<file path="src/rtl/mac_unit.sv">
// mac_unit: four 40-bit accumulators behind a two-stage multiply/accumulate pipeline.
// The RND op (110) exists only when MAC_UNIT_ROUND_EN is defined; otherwise it decodes as NOP.
module mac_unit (
  input  logic        clk_i,
  input  logic        reset_i,
  input  logic        valid_i,
  input  logic [2:0]  op_i,
  input  logic [1:0]  acc_sel_i,
  input  logic [15:0] opa_i,
  input  logic [15:0] opb_i,
  input  logic        sat_en_i,
  output logic [39:0] value_o,
  output logic        do_sat_o,
  input  logic [39:0] sat_value_i,
  input  logic        did_sat_i,
  output logic        valid_o,
  input  logic [1:0]  acc_rd_sel_i,
  output logic [39:0] acc_rd_o,
  output logic [3:0]  ovf_o
);

  typedef enum logic [2:0] {
    OP_NOP  = 3'b000,
    OP_CLR  = 3'b001,
    OP_MUL  = 3'b010,
    OP_MAC  = 3'b011,
    OP_MDM  = 3'b100,
    OP_LDA  = 3'b101,
    OP_RND  = 3'b110,
    OP_NOP7 = 3'b111
  } op_e;

  op_e         s1_op_reg;
  logic [1:0]  s1_sel_reg;
  logic        s1_sat_en_reg;
  logic [31:0] s1_data_reg;

  logic [31:0] product;
  logic [39:0] acc_file [4];
  logic [39:0] sel_acc;
  logic [39:0] data_ext;
  logic [39:0] value_next;
  logic        write_next;
  logic        clr_next;

  // Operands are widened to 32 bits first so the low 32 bits hold the full signed product.
  assign product = $signed({{16{opa_i[15]}}, opa_i}) * $signed({{16{opb_i[15]}}, opb_i});

  // LDA shares the product field: {opa, opb} sign-extended is exactly the LDA value.
  always_ff @(posedge clk_i) begin
    if (reset_i) begin
      s1_op_reg     <= OP_NOP;
      s1_sel_reg    <= '0;
      s1_sat_en_reg <= 1'b0;
      s1_data_reg   <= '0;
    end else if (valid_i) begin
      s1_op_reg     <= op_e'(op_i);
      s1_sel_reg    <= acc_sel_i;
      s1_sat_en_reg <= sat_en_i;
      s1_data_reg   <= (op_i == OP_LDA) ? {opa_i, opb_i} : product;
    end else begin
      s1_op_reg     <= OP_NOP;
    end
  end

  assign sel_acc  = acc_file[s1_sel_reg];
  assign data_ext = {{8{s1_data_reg[31]}}, s1_data_reg};

  always_comb begin
    value_next = '0;
    write_next = 1'b0;
    clr_next   = 1'b0;
    case (s1_op_reg)
      OP_CLR: clr_next = 1'b1;
      OP_MUL, OP_LDA: begin
        write_next = 1'b1;
        value_next = data_ext;
      end
      OP_MAC: begin
        write_next = 1'b1;
        value_next = sel_acc + data_ext;
      end
      OP_MDM: begin
        write_next = 1'b1;
        value_next = sel_acc - data_ext;
      end
`ifdef MAC_UNIT_ROUND_EN
      // Adding 0x8000 then zeroing [15:0] only carries into bit 16 when bit 15 is set.
      OP_RND: begin
        write_next = 1'b1;
        value_next = {sel_acc[39:16] + {23'd0, sel_acc[15]}, 16'h0000};
      end
`endif
      default: ;
    endcase
  end

  assign valid_o  = write_next;
  assign do_sat_o = write_next & s1_sat_en_reg;
  assign value_o  = value_next;

  generate
    for (genvar gi = 0; gi < 4; gi++) begin : g_acc
      logic [39:0] acc_reg;
      logic        ovf_reg;
      logic        hit;

      assign hit = (s1_sel_reg == 2'(gi));

      always_ff @(posedge clk_i) begin
        if (reset_i) begin
          acc_reg <= '0;
          ovf_reg <= 1'b0;
        end else if (hit && clr_next) begin
          acc_reg <= '0;
          ovf_reg <= 1'b0;
        end else if (hit && write_next) begin
          acc_reg <= sat_value_i;
          ovf_reg <= ovf_reg | did_sat_i;
        end
      end

      assign acc_file[gi] = acc_reg;
      assign ovf_o[gi]    = ovf_reg;
    end
  endgenerate

  assign acc_rd_o = acc_file[acc_rd_sel_i];

endmodule

</file>
<file path="config.mk">
export PLATFORM = sky130hd
export DESIGN_NAME = mac_unit
export DESIGN_NICKNAME = d
export VERILOG_FILES = /design/src/rtl/mac_unit.sv
export SDC_FILE = /design/constraint.sdc
export NUM_CORES = 1
export LEC_CHECK = 0
export BUFFER_PORTS_ARGS = -buffer_cell sky130_fd_sc_hd__buf_4
export CAP_MARGIN = 40
export CORE_MARGIN = 2
export CORE_UTILIZATION = 45
export DETAILED_ROUTE_END_ITERATION = 6
export PLACE_DENSITY_LB_ADDON = 0.12
export SLEW_MARGIN = 20
export SYNTH_ARGS = -nofsm -noshare
export SYNTH_HDL_FRONTEND = slang
export SYNTH_SLANG_ARGS = --single-unit
</file>
<file path="constraint.sdc">
create_clock -name clk_i -period 12.65 [get_ports clk_i]
set_input_delay 1.8975 -clock clk_i [delete_from_list [all_inputs] [get_ports clk_i]]
set_output_delay 1.8975 -clock clk_i [all_outputs]
set_load 0.005 [all_outputs]
</file>
Yosys cells after proc, flatten, opt, wreduce, memory -nomap -nowiden:

Cells that the tools add are included.

* bits in registers: 202
* input port bits: 84
* output and inout bits: 86
* word-level logic and storage cells: 60

* $add $sub $neg: 2
* $mul: 1
* $lt $le $gt $ge: 2
* equal/unequal tests: 9
* multiplexer cells: 10
* bitwise operators: 8
* reduce and logical (&&, ||, !) cells: 16

Operator list (number)
* $bmux W40 S2: 2
* $mux W40: 4
* $pmux W40 S3: 1
* $add A40 B40 Y40: 1
* $sub A40 B40 Y40: 1
* $mul A16 B16 Y32: 1
* $mux W32: 1
* $reduce_or A2 Y1: 6
* $eq A3 B3 Y1 const B: 3
* $logic_and A1 B1 Y1: 8
* $eq A3 B2 Y1 const B: 2
* $ge A3 B3 Y1 const B: 2
* $not A2 Y3: 2
* $eq A2 B2 Y1 const B: 2
* $or A1 B1 Y1: 4
* $reduce_or A4 Y1: 1
* $eq A3 B1 Y1 const B: 1
* $eq A2 B1 Y1 const B: 1
* $logic_not A2 Y1: 1
* $mux W1: 2
* $and A1 B1 Y1: 1
* $not A1 Y1: 1

Logic depth before layout (Yosys ltp):

Gate-level depths: netlist of the first run.

* depth in word-level cells: 6
* mapped depth: 24
* depth with buffers taken out: 22

Least setup slack after synthesis of the first run:

No wires, ideal clock.

* path type: in2reg
* start point: in opb_i[7]
* end point: reg s1_data_reg[31]
* library setup time: 136 ps
* data arrival time: 8015 ps
* required time: 12514 ps
* slack: 4499 ps
* cell stages on the path: 23
* cells stage by stage: clkbuf_1 -> clkbuf_1 -> nand2_1 -> fa_1 -> inv_1 -> fa_1 -> inv_1 -> fa_1 -> inv_1 -> fa_1 -> fa_1 -> inv_1 -> fa_1 -> inv_1 -> ha_1 -> and4_1 -> a21o_1 -> a2111oi_1 -> nor3_1 -> o21a_1 -> o41ai_1 -> mux2i_1 -> o32ai_1

* longest elaborated chain between the ends: 2

Ends and longest elaborated chain
* from (decl): line 10 `input logic [15:0] opb_i,`
* $mul A16 B16 Y32: line 47 `assign product = $signed({{16{opa_i[15]}}, opa_i}) * $signed({{16{opb_i[15]}}, opb_i});`
* $mux W32: line 60 `s1_data_reg <= (op_i == OP_LDA) ? {opa_i, opb_i} : product;`
* to (signal assigned): line 60
* to (decl): line 36 `logic [31:0] s1_data_reg;`

No other way between the ends.
A chain may end at the register's enable or synchronous reset.

Worst setup path in the final report of the first run:

* start point: in opa_i[5]
* end point: reg s1_data_reg[31]

* longest elaborated chain between the ends: 2

Ends and longest elaborated chain
* from (decl): line 9 `input logic [15:0] opa_i,`
* $mul A16 B16 Y32: line 47
* $mux W32: line 60

No other way between the ends.

==> reports/qor.csv, run 1 <==
metric,value,unit
CTS Hold Buffers Added,0,
Clock Latency Late Sink,0.57,ns
ys flop type,dfxtp_1,
"CTS clk-pin slew, worst paths",0.07,ns
Relative slew margins,40.8,%
Startpoint Class,input port,
"FF+latch count, synth",202,
Syn Inst Count,2623,
Final Max Slew Viols,0,
root buf cell,clkbuf_16,
share of cells above drive strength 1,12.5,%
run status,finished clean,
routed len/inst,20.9,µm
area post-placement,24100,µm²
Total Routing Usage GR,27.9,%
final wirelength,70400,µm
Setup Skew,0.0317,ns
CTS tree,yes,
Mapped Avg Cell Area,8.53,µm²
Chip Height,227,µm
# diodes,0,
Post-synth EDFFs,0,
Worst Hold Class,reg -> reg,
Ports,170,
total power,7.46,mW
post-cts resize count,0,
H-Tree Depth,1,
crit path DAT,8.43,ns
routed vias/inst,5.64,
Slew @ Worst Pin,0.885,ns
die area,51500,µm²
max cap viols,0,
DP HPWL,52400,µm
Initial Utilization,45.6,%
Final ANT Viol Nets,0,
CTS buffer count,25,
Placer Congestion,0.900,
Vias,19000,
cell area power density,298,nW/µm²
RSZ-0062 raised after global routing,no,
post-CTS setup buffers,0,
"Net Count, Synth",3092,
vias in the first global route,19500,
cell area after synthesis,22400,µm²
total core area,49100,µm²
drt pass-1 iters,5,
first-pass GRT wire length,111000,µm
GR Overflow Total,0,
die width,227,µm
largest net degree at the start of global routing,55,
"Seq/Total Area, Yosys",18.1,%
asr flop ratio synth,0,%
utilization after layout,51.0,%
worst vdd rail ir drop,0.314,mV
Crit. End Element,flop,
Worst EP required,13.08,ns
residual DRC count,0,
Area Growth Syn to Fin,11.8,%
PortBufs,169,
setup TNS,0,ns
cell row count,81,
1st-iter DRT viols,1460,
leakage power total,11.1,nW
number of warnings issued by yosys,0,
crit-path max FO,17,
Hold Fails Final Rpt,0,
max reg flops,160,
fmax,125,MHz
Final period util,63.2,%
Final min period,8.00,ns
crit path kind,in -> reg,
final instance area,25000,µm²
Synth cell types,69,
initial antenna violation count,0,
CTS Sinks,202,
setup violators final,0,
Nets,3163,
Clock Path Buffers,3,
## per-layer routing
layer	vias up	track usage [%]	part of all wire [%]
li1	8785	-	-
met5	-	0	0
met2	640	46.2	47
met1	9518	38.1	44
met4	0	7.15	2.5
met3	94	4.76	6.7
## critical path, stage by stage
cell       delay (ns)
buf_4            0.18
and2_1           0.19
fa_1             0.53
inv_1            0.05
fa_1             0.56
fa_1             0.44
fa_1             0.50
inv_1            0.06
fa_1             0.54
inv_1            0.06
fa_1             0.57
inv_1            0.05
ha_1             0.37
and4_1           0.28
a21o_1           0.20
a2111oi_1        0.76
nor3_1           0.23
o21a_1           0.24
o41ai_1          0.38
mux2i_1          0.23
o32ai_1          0.08
## per-stage QoR
step	hold slack [ns]	setup WS (ns)	instances
after floorplan	0.438	4.50	2623
after global placement	0.449	4.21	3323
after detailed placement	0.458	4.13	3330
after CTS	0.465	4.70	3376
after global routing	0.484	4.27	3377
final	0.466	4.65	3377
## placed cells by master, fill, tap and decap left out, types with 10 or more instances in the layout
cell / instances
xor2_1: 22
a31oi_1: 10
nor3_1: 33
a211oi_1: 19
nand2b_1: 12
a21o_1: 31
buf_4: 187
fa_1: 263
o31ai_1: 12
a21oi_1: 245
xnor2_1: 60
nor2_1: 94
ha_1: 122
o21a_1: 16
nand3_1: 14
clkbuf_16: 25
and3_1: 17
o211ai_1: 13
o21ai_0: 64
a311oi_1: 15
and2_1: 144
dfxtp_1: 200
nand2_1: 528
mux4_2: 80
inv_1: 316
## worst paths after layout
path                                     start                                 to  slack (ns)  cells past startpoint
max reg2reg         s1_sel_reg[0]$_SDFFE_PP0P_  g_acc[3].acc_reg[26]$_SDFFE_PP0P_       10.03                      5
min reg2reg  g_acc[3].acc_reg[16]$_SDFFE_PP0P_  g_acc[3].acc_reg[16]$_SDFFE_PP0P_        0.47                      2
min          g_acc[3].acc_reg[16]$_SDFFE_PP0P_  g_acc[3].acc_reg[16]$_SDFFE_PP0P_        0.47                      2
max                                   opa_i[5]       s1_data_reg[31]$_SDFFE_PP0P_        4.65                     21
## synth_stat cells (33+ instances only)
cell | instances | area share (%)
nor2_1 | 95 | 1.6
nor3_1 | 33 | 0.74
xnor2_1 | 60 | 2.3
nand2_1 | 528 | 8.9
and2_1 | 144 | 4.0
dfxtp_1 | 202 | 18
ha_1 | 122 | 6.8
mux4_2 | 80 | 8.1
clkbuf_1 | 136 | 2.3
fa_1 | 263 | 24
o21ai_0 | 64 | 1.4
inv_1 | 316 | 5.3
a21oi_1 | 245 | 5.5
## layout make-up
class | count | area [µm²]
clock inverters | 12 | 155
clock buffers | 34 | 699
repair buffers | 195 | 1550
fillers | 4793 | 24000
inverters | 316 | 1190
well taps | 664 | 831
multi-input cells | 1954 | 16500
flip-flops and latches | 202 | 4050
## power by group
| part | total [mW] | leakage (nW) | switching [mW] | internal [mW] |
|---|---|---|---|---|
| combinational | 5.94 | 9.00 | 3.44 | 2.49 |
| sequential | 0.764 | 1.64 | 0.0745 | 0.690 |
| clock | 0.753 | 0.419 | 0.303 | 0.450 |
## cell families (layout without fill, tap and decap cells)
family,Yosys count,count (layout),synth area share (%)
fa+ha+maj,385,385,30.4
xor+xnor,82,82,3.21
mux,93,93,8.66
buf+inv,467,557,8.00
compound gates,492,492,13.5
simple gates,902,902,18.2
flops,202,202,18.1
Note: power is estimated with default switching activity, not from simulation.
==> run 2, diff against run 1 <==
==> constraint.sdc (replaced) <==
create_clock -name clk_i -period 8.4 [get_ports clk_i]
set_input_delay 1.26 -clock clk_i [delete_from_list [all_inputs] [get_ports clk_i]]
set_output_delay 1.26 -clock clk_i [all_outputs]
set_load 0.005 [all_outputs]
==> run 2 against run 1 <==
Global-route usage fell by 0.44 points. Routed wire length fell by 2.3%. Sequential share of layout area barely moved. Combinational power rose by 51%. Cell area fell by 0.13%. Critical path type unchanged.
==> reports/qor.csv, run 2 (synthesized netlist as in run 1, its figures left out) <==
metric,value,unit,change
cell area power density,448,nW/µm²,+50%
total core area,49100,µm²,unchanged
routed len/inst,20.4,µm,-2.3%
leakage power total,11.0,nW,-0.12%
GR Overflow Total,0,,unchanged
max cap viols,0,,unchanged
crit-path max FO,17,,unchanged
critical path cell sequence,buf_4 -> nand2_1 -> inv_1 -> fa_1 -> fa_1 -> fa_1 -> fa_1 -> fa_1 -> inv_1 -> fa_1 -> inv_1 -> ha_1 -> o21ai_0 -> a21oi_1 -> o21ai_0 -> nand2_1 -> o211a_1 -> a31o_2 -> mux2_2 -> a211oi_1,,
final wirelength,68800,µm,-2.3%
Setup Skew,0.0110,ns,-0.0207 ns
largest net degree at the start of global routing,55,,unchanged
CTS buffer count,25,,unchanged
Area Growth Syn to Fin,11.7,%,
Final period util,82.9,%,
share of cells above drive strength 1,12.5,%,about the same
Max stage delay on crit path,0.95,ns,+0.19 ns
Hold Fails Final Rpt,0,,unchanged
"most used cell, CP",fa_1,,
Total Routing Usage GR,27.5,%,-0.44 points
crit path kind,in -> reg,,
routed vias/inst,5.59,,-0.86%
Startpoint Class,input port,,
1st-iter DRT viols,1360,,-6.8%
most frequent cells in the layout,"nand2_1 (528), inv_1 (316), fa_1 (263), a21oi_1 (245), dfxtp_1 (200)",,
Initial Utilization,45.6,%,unchanged
Chip Height,227,µm,unchanged
met3 wire length,5150,µm,+8.8%
setup TNS,0,ns,unchanged
Post-Place Worst Slack,0.946,ns,-3.18 ns
max reg flops,160,,unchanged
Hold EP,g_acc[1].acc_reg[21]$_SDFFE_PP0P_,,
Buffers & Inverters on Critical Path,4,,-1
crit path from,opb_i[1],,
Crit. End Element,flop,,
post-CTS setup buffers,0,,unchanged
residual DRC count,0,,unchanged
met2 WL post-DR,32700,µm,-1.8%
Crit-path slowest cell,fa_1,,
crit path DAT,7.42,ns,-1.01 ns
DP HPWL,51400,µm,-2.0%
root buf cell,clkbuf_16,,
CTS tree,yes,,
Worst EP required,8.86,ns,-4.22 ns
die area,51500,µm²,unchanged
Final WS setup,1.44,ns,-3.21 ns
Crit path depth,20,,-4.8%
run status,finished clean,,
first-pass GRT wire length,109000,µm,-1.4%
setup violators final,0,,unchanged
Clock Path Buffers,3,,unchanged
FF-to-FF path depth,5,,unchanged
Final Max Slew Viols,0,,unchanged
cell row count,81,,unchanged
H-Tree Depth,1,,unchanged
post-cts resize count,0,,unchanged
highest routed metal layer,met4,,
Nets,3166,,+0.095%
area post-placement,24100,µm²,unchanged
reg-to-reg startpoint,s1_sel_reg[0]$_SDFFE_PP0P_,,
initial antenna violation count,0,,unchanged
RSZ-0062 raised after global routing,no,,
min-delay src,g_acc[1].acc_reg[21]$_SDFFE_PP0P_,,
Vias,18900,,-0.83%
met1 WL,29400,µm,-4.1%
CTS Hold Buffers Added,0,,unchanged
drt pass-1 iters,6,,+1
worst vdd rail ir drop,0.560,mV,+79%
"most common cell after layout, fill and taps aside",nand2_1,,
# diodes,0,,unchanged
Final ANT Viol Nets,0,,unchanged
Worst R2R Setup Slack,5.92,ns,-4.11 ns
Worst Hold Class,reg -> reg,,
hold path depth,2,,unchanged
Final min period,6.96,ns,
final instance area,25000,µm²,-0.13%
Crit path max-delay family,adder cells,,
total power,11.2,mW,+50%
CTS Sinks,202,,unchanged
reg2reg end,g_acc[2].acc_reg[6]$_SDFFE_PP0P_,,
Clock Latency Late Sink,0.55,ns,-0.02 ns
"CTS clk-pin slew, worst paths",0.06,ns,about the same
Slew @ Worst Pin,0.851,ns,-0.0347 ns
Placer Congestion,0.887,,-1.5%
Ports,170,,unchanged
die width,227,µm,unchanged
Relative slew margins,43.3,%,+2.5 points
vias in the first global route,19500,,+0.16%
PortBufs,169,,unchanged
fmax,144,MHz,
[run 2: power breakdown]
part	total [mW]	switching, mW	internal, mW	leakage [nW]
Combinational	8.97	5.16	3.81	9.01
Sequential	1.15	0.113	1.04	1.64
Clock	1.07	0.445	0.627	0.396
Total	11.2	5.72	5.48	11.0
[run 2: cell type report]
cell class | count | area (µm²)
sequential | 202 | 4050
inverter | 316 | 1190
clock buffer | 36 | 717
fill | 4753 | 24100
tap | 664 | 831
clock inverter | 8 | 90.1
timing repair buffer | 198 | 1570
multi-input combinational | 1954 | 16500
[run 2: through the flow]
stage,hold slack [ns],util (%),instances
finish,0.464,50.9,3378
CTS,0.466,50.9,3376
global route,0.483,50.9,3378
floorplan,0.438,-,2623
global placement,0.450,49.0,3326
detailed placement,0.458,49.2,3332
[run 2: worst register-to-register path: cells and delay by family, from the launching register on]
kind	cells	cell delay, ns
buffers and inverters	1	0.52
AO/OA/AOI/OAI	1	0.18
flip-flops	1	0.88
AND/OR/NAND/NOR	3	0.81
[run 2: how the worst max path moves through the flow]
stage / to / slack, ns
CTS: s1_data_reg[31]$_SDFFE_PP0P_ / 1.49
detailed placement: s1_data_reg[31]$_SDFFE_PP0P_ / 0.95
finish: s1_data_reg[30]$_SDFFE_PP0P_ / 1.44
global route: s1_data_reg[29]$_SDFFE_PP0P_ / 1.17
global placement: s1_data_reg[31]$_SDFFE_PP0P_ / 0.88
floorplan: s1_data_reg[31]$_SDFFE_PP0P_ / 0.89
[run 2: layer usage]
metal  track usage (%)  vias up
li1                  -     8810
met1              37.3     9323
met2              45.3      654
met3              5.10       92
met4              7.15        0
met5                 0        -
==> run 3, diff against run 2 <==
--- a/config.mk
+++ b/config.mk
@@ -5,6 +5,7 @@
 export SDC_FILE = /design/constraint.sdc
 export NUM_CORES = 1
 export LEC_CHECK = 0
+export ABC_AREA = 1
 export BUFFER_PORTS_ARGS = -buffer_cell sky130_fd_sc_hd__buf_4
 export CAP_MARGIN = 40
 export CORE_MARGIN = 2
==> constraint.sdc (replaced) <==
create_clock -name clk_i -period 5.85 [get_ports clk_i]
set_input_delay 0.8775 -clock clk_i [delete_from_list [all_inputs] [get_ports clk_i]]
set_output_delay 0.8775 -clock clk_i [all_outputs]
set_load 0.005 [all_outputs]
==> run 3 against run 2 <==
Hold slack lost 0.012 ns. Clock skew grew 0.0093 ns. Register-to-register slack lost 3.2 ns. Non-clock buffer count grew 144. Via count grew 30%. Critical path type unchanged. Largest cell class unchanged. Largest power group unchanged. Highest routed layer is now met5.
==> reports/qor.csv, run 3 <==
metric,value,unit,change
Initial Utilization,45.5,%,-0.081 points
1st-iter DRT viols,2756,,+100%
vias in the first global route,24300,,+25%
Final Max Slew Viols,0,,unchanged
Setup Skew,0.0204,ns,+0.00934 ns
dominant cell type by area after synthesis,fa_1,,
Slew @ Worst Pin,0.906,ns,+0.0551 ns
Worst Hold Class,reg -> reg,,
GR Overflow Total,0,,unchanged
critical path cell sequence,buf_4 -> buf_4 -> nand2_1 -> fa_1 -> inv_1 -> fa_1 -> fa_1 -> fa_1 -> fa_1 -> inv_1 -> fa_1 -> inv_1 -> ha_2 -> nand2_1 -> nor2_1 -> inv_1 -> nor3_1 -> nand3_1 -> nand3_1 -> nand2_1 -> nand3_1 -> nand2_1 -> a21oi_1,,
die width,235,µm,+3.4%
DP HPWL,68500,µm,+33%
CTS Hold Buffers Added,0,,unchanged
Worst R2R Setup Slack,2.70,ns,-3.22 ns
P_sw,10.5,mW,+83%
routed len/inst,19.5,µm,-4.2%
total core area,52600,µm²,+7.1%
PortBufs,169,,unchanged
Max stage delay on crit path,0.57,ns,-0.38 ns
CTS buffer count,22,,-12%
Synth cell types,45,,-35%
Final ANT Viol Nets,0,,unchanged
Clk pwr share,7.0,%,-2.6 points
Post-Place Worst Slack,-0.508,ns,-1.45 ns
Reg power frac,8.3,%,-2.0 points
largest net degree at the start of global routing,79,,+44%
Crit. End Element,flop,,
residual DRC count,0,,unchanged
crit path kind,in -> reg,,
cell row count,84,,+3.7%
Final min period,5.67,ns,
initial antenna violation count,1,,+1
"CTS clk-pin slew, worst paths",0.06,ns,about the same
Relative slew margins,39.5,%,-3.7 points
final wirelength,87100,µm,+27%
die area,55000,µm²,+6.8%
Chip Height,235,µm,+3.4%
Ports,170,,unchanged
first-pass GRT wire length,135000,µm,+23%
"Net Count, Synth",4044,,+31%
crit path DAT,6.13,ns,-1.29 ns
Startpoint Class,input port,,
most frequent cells after synthesis,"nand2_1 (795), inv_1 (668), nor2_1 (396)",,
share of total power in combinational logic,84.7,%,+4.6 points
Placer Congestion,1.01,,+14%
root buf cell,clkbuf_16,,
ys flop type,dfxtp_1,,
H-Tree Depth,1,,unchanged
Crit-path slowest cell,fa_1,,
worst vdd rail ir drop,0.777,mV,+39%
total power,19.8,mW,+77%
max cap viols,0,,unchanged
Syn Inst Count,3575,,+36%
"Seq/Total Area, Yosys",16.9,%,-1.2 points
hold path depth,2,,unchanged
Crit path depth,23,,+15%
max reg flops,160,,unchanged
asr flop ratio synth,0,%,unchanged
Mapped Avg Cell Area,6.69,µm²,-22%
CTS tree,yes,,
"FF+latch count, synth",202,,unchanged
Final WS setup,0.182,ns,-1.26 ns
hold_ws,0.451,ns,-0.0123 ns
"most common cell after layout, fill and taps aside",nand2_1,,
most frequent cells in the layout,"nand2_1 (792), inv_1 (667), nor2_1 (386), buf_4 (334), o21ai_0 (289)",,
"most used cell, CP",fa_1,,
Total Routing Usage GR,31.7,%,+4.3 points
crit-path max FO,9,,-8
Clock Path Buffers,3,,unchanged
Nets,4229,,+34%
Synth area leaders,"fa_1 (22%), dfxtp_1 (17%), nand2_1 (12%), inv_1 (10%), ha_1 (6.4%)",,
Clock Latency Late Sink,0.55,ns,about the same
sw frac,52.9,%,+1.9 points
Buffers & Inverters on Critical Path,6,,+2
final cell count without fillers,4463,,+32%
Inst Count DP,4421,,+33%
FF-to-FF path depth,11,,+6
top cell type's share of synthesized area,22.0,%,-1.5 points
run status,finished clean,,
routed vias/inst,5.50,,-1.6%
drt pass-1 iters,6,,unchanged
CTS Sinks,202,,unchanged
Crit path max-delay family,adder cells,,
Area Growth Syn to Fin,15.2,%,
fmax,176,MHz,
leakage power total,14.7,nW,+33%
number of warnings issued by yosys,0,,unchanged
internal power,9.33,mW,+70%
cell area power density,719,nW/µm²,+60%
Hold Fails Final Rpt,0,,unchanged
Final period util,96.9,%,
utilization after layout,52.4,%,+1.5 points
most common cell in the netlist,nand2_1,,
Vias,24500,,+30%
cell area after synthesis,23900,µm²,+6.9%
Worst EP required,6.31,ns,-2.55 ns
Post-synth EDFFs,0,,unchanged
share of cells above drive strength 1,11.4,%,-1.0 points
setup violators final,0,,unchanged
run 3: cell types whose count changed in the layout (fill, tap and decap cells not counted), moves of 23 or more:
| cell | change |
|---|---|
| inv_1 | +351 |
| nor2_1 | +292 |
| nand2_1 | +264 |
| o21ai_0 | +225 |
| and2_1 | -144 |
| buf_4 | +144 |
| nand3_1 | +85 |
| mux4_2 | -80 |
| a22oi_1 | +56 |
| o22ai_1 | +44 |
| xnor2_1 | -43 |
| o21ai_1 | +35 |
| a21o_1 | -23 |
run 3: layer usage:
layer | track usage, % | up-vias | wire [µm]
li1 | - | 11500 | -
met1 | 45.5 | 11800 | 38500
met2 | 49.7 | 1127 | 38500
met3 | 4.53 | 150 | 7590
met4 | 9.26 | 2 | 2480
met5 | 0 | - | 13
run 3: logic make-up after synthesis:
logic type,synth area share [%]
XOR/XNOR,1.68
buffers and inverters,13.8
adder cells (fa/ha/maj),28.4
AND/OR/NAND/NOR,22.5
AO/OA/AOI/OAI,16.8
flip-flops,16.9
run 3: final timing paths:
kind                                 startpoint                           endpoint
hold reg to reg   g_acc[1].ovf_reg$_SDFFE_PP0P_      g_acc[1].ovf_reg$_SDFFE_PP0P_
setup reg to reg        s1_op_reg[1]$_SDFF_PP0_  g_acc[2].acc_reg[38]$_SDFFE_PP0P_
setup / recovery                       opa_i[8]       s1_data_reg[27]$_SDFFE_PP0P_
hold / removal    g_acc[1].ovf_reg$_SDFFE_PP0P_      g_acc[1].ovf_reg$_SDFFE_PP0P_
run 3: layout make-up:
cell class,count,area [µm²]
Clock buffer,29,597
Clock inverter,9,108
Sequential cell,202,4040
Antenna cell,1,2.50
Inverter,679,2550
Timing Repair Buffer,342,2670
Multi-Input combinational cell,2513,16700
Tap cell,688,861
Fill cell,5257,25000
run 3: tightest hold or removal path: cells and delay by family, from the launching register on:
| family | cells | cell delay, ns |
|---|---|---|
| flops | 1 | 0.31 |
| buf+inv | 1 | 0.05 |
| compound gates | 1 | 0.05 |
run 3: power by group through the flow:
stage               Clock [mW]  Combinational, mW  Sequential (mW)
CTS                       1.39               16.3             1.64
global route              1.45               19.0             1.66
floorplan                    0               10.3             1.61
detailed placement           0               16.2             1.67
global placement             0               16.2             1.67
finish                    1.38               16.8             1.65
run 3: stage by stage:
step	setup TNS [ns]	cell area [µm²]
2_1_floorplan	-0.00963	24000
3_3_place_gp	-4.50	26700
3_5_place_dp	-5.58	26700
4_1_cts	0	27400
5_1_grt	-0.0505	27500
6_report	0	27500
run 3: what timing repair did:
action                     CTS  global route
setup endpoints to repair    0            19
buffers inserted             0             1
gates resized for setup      0            26
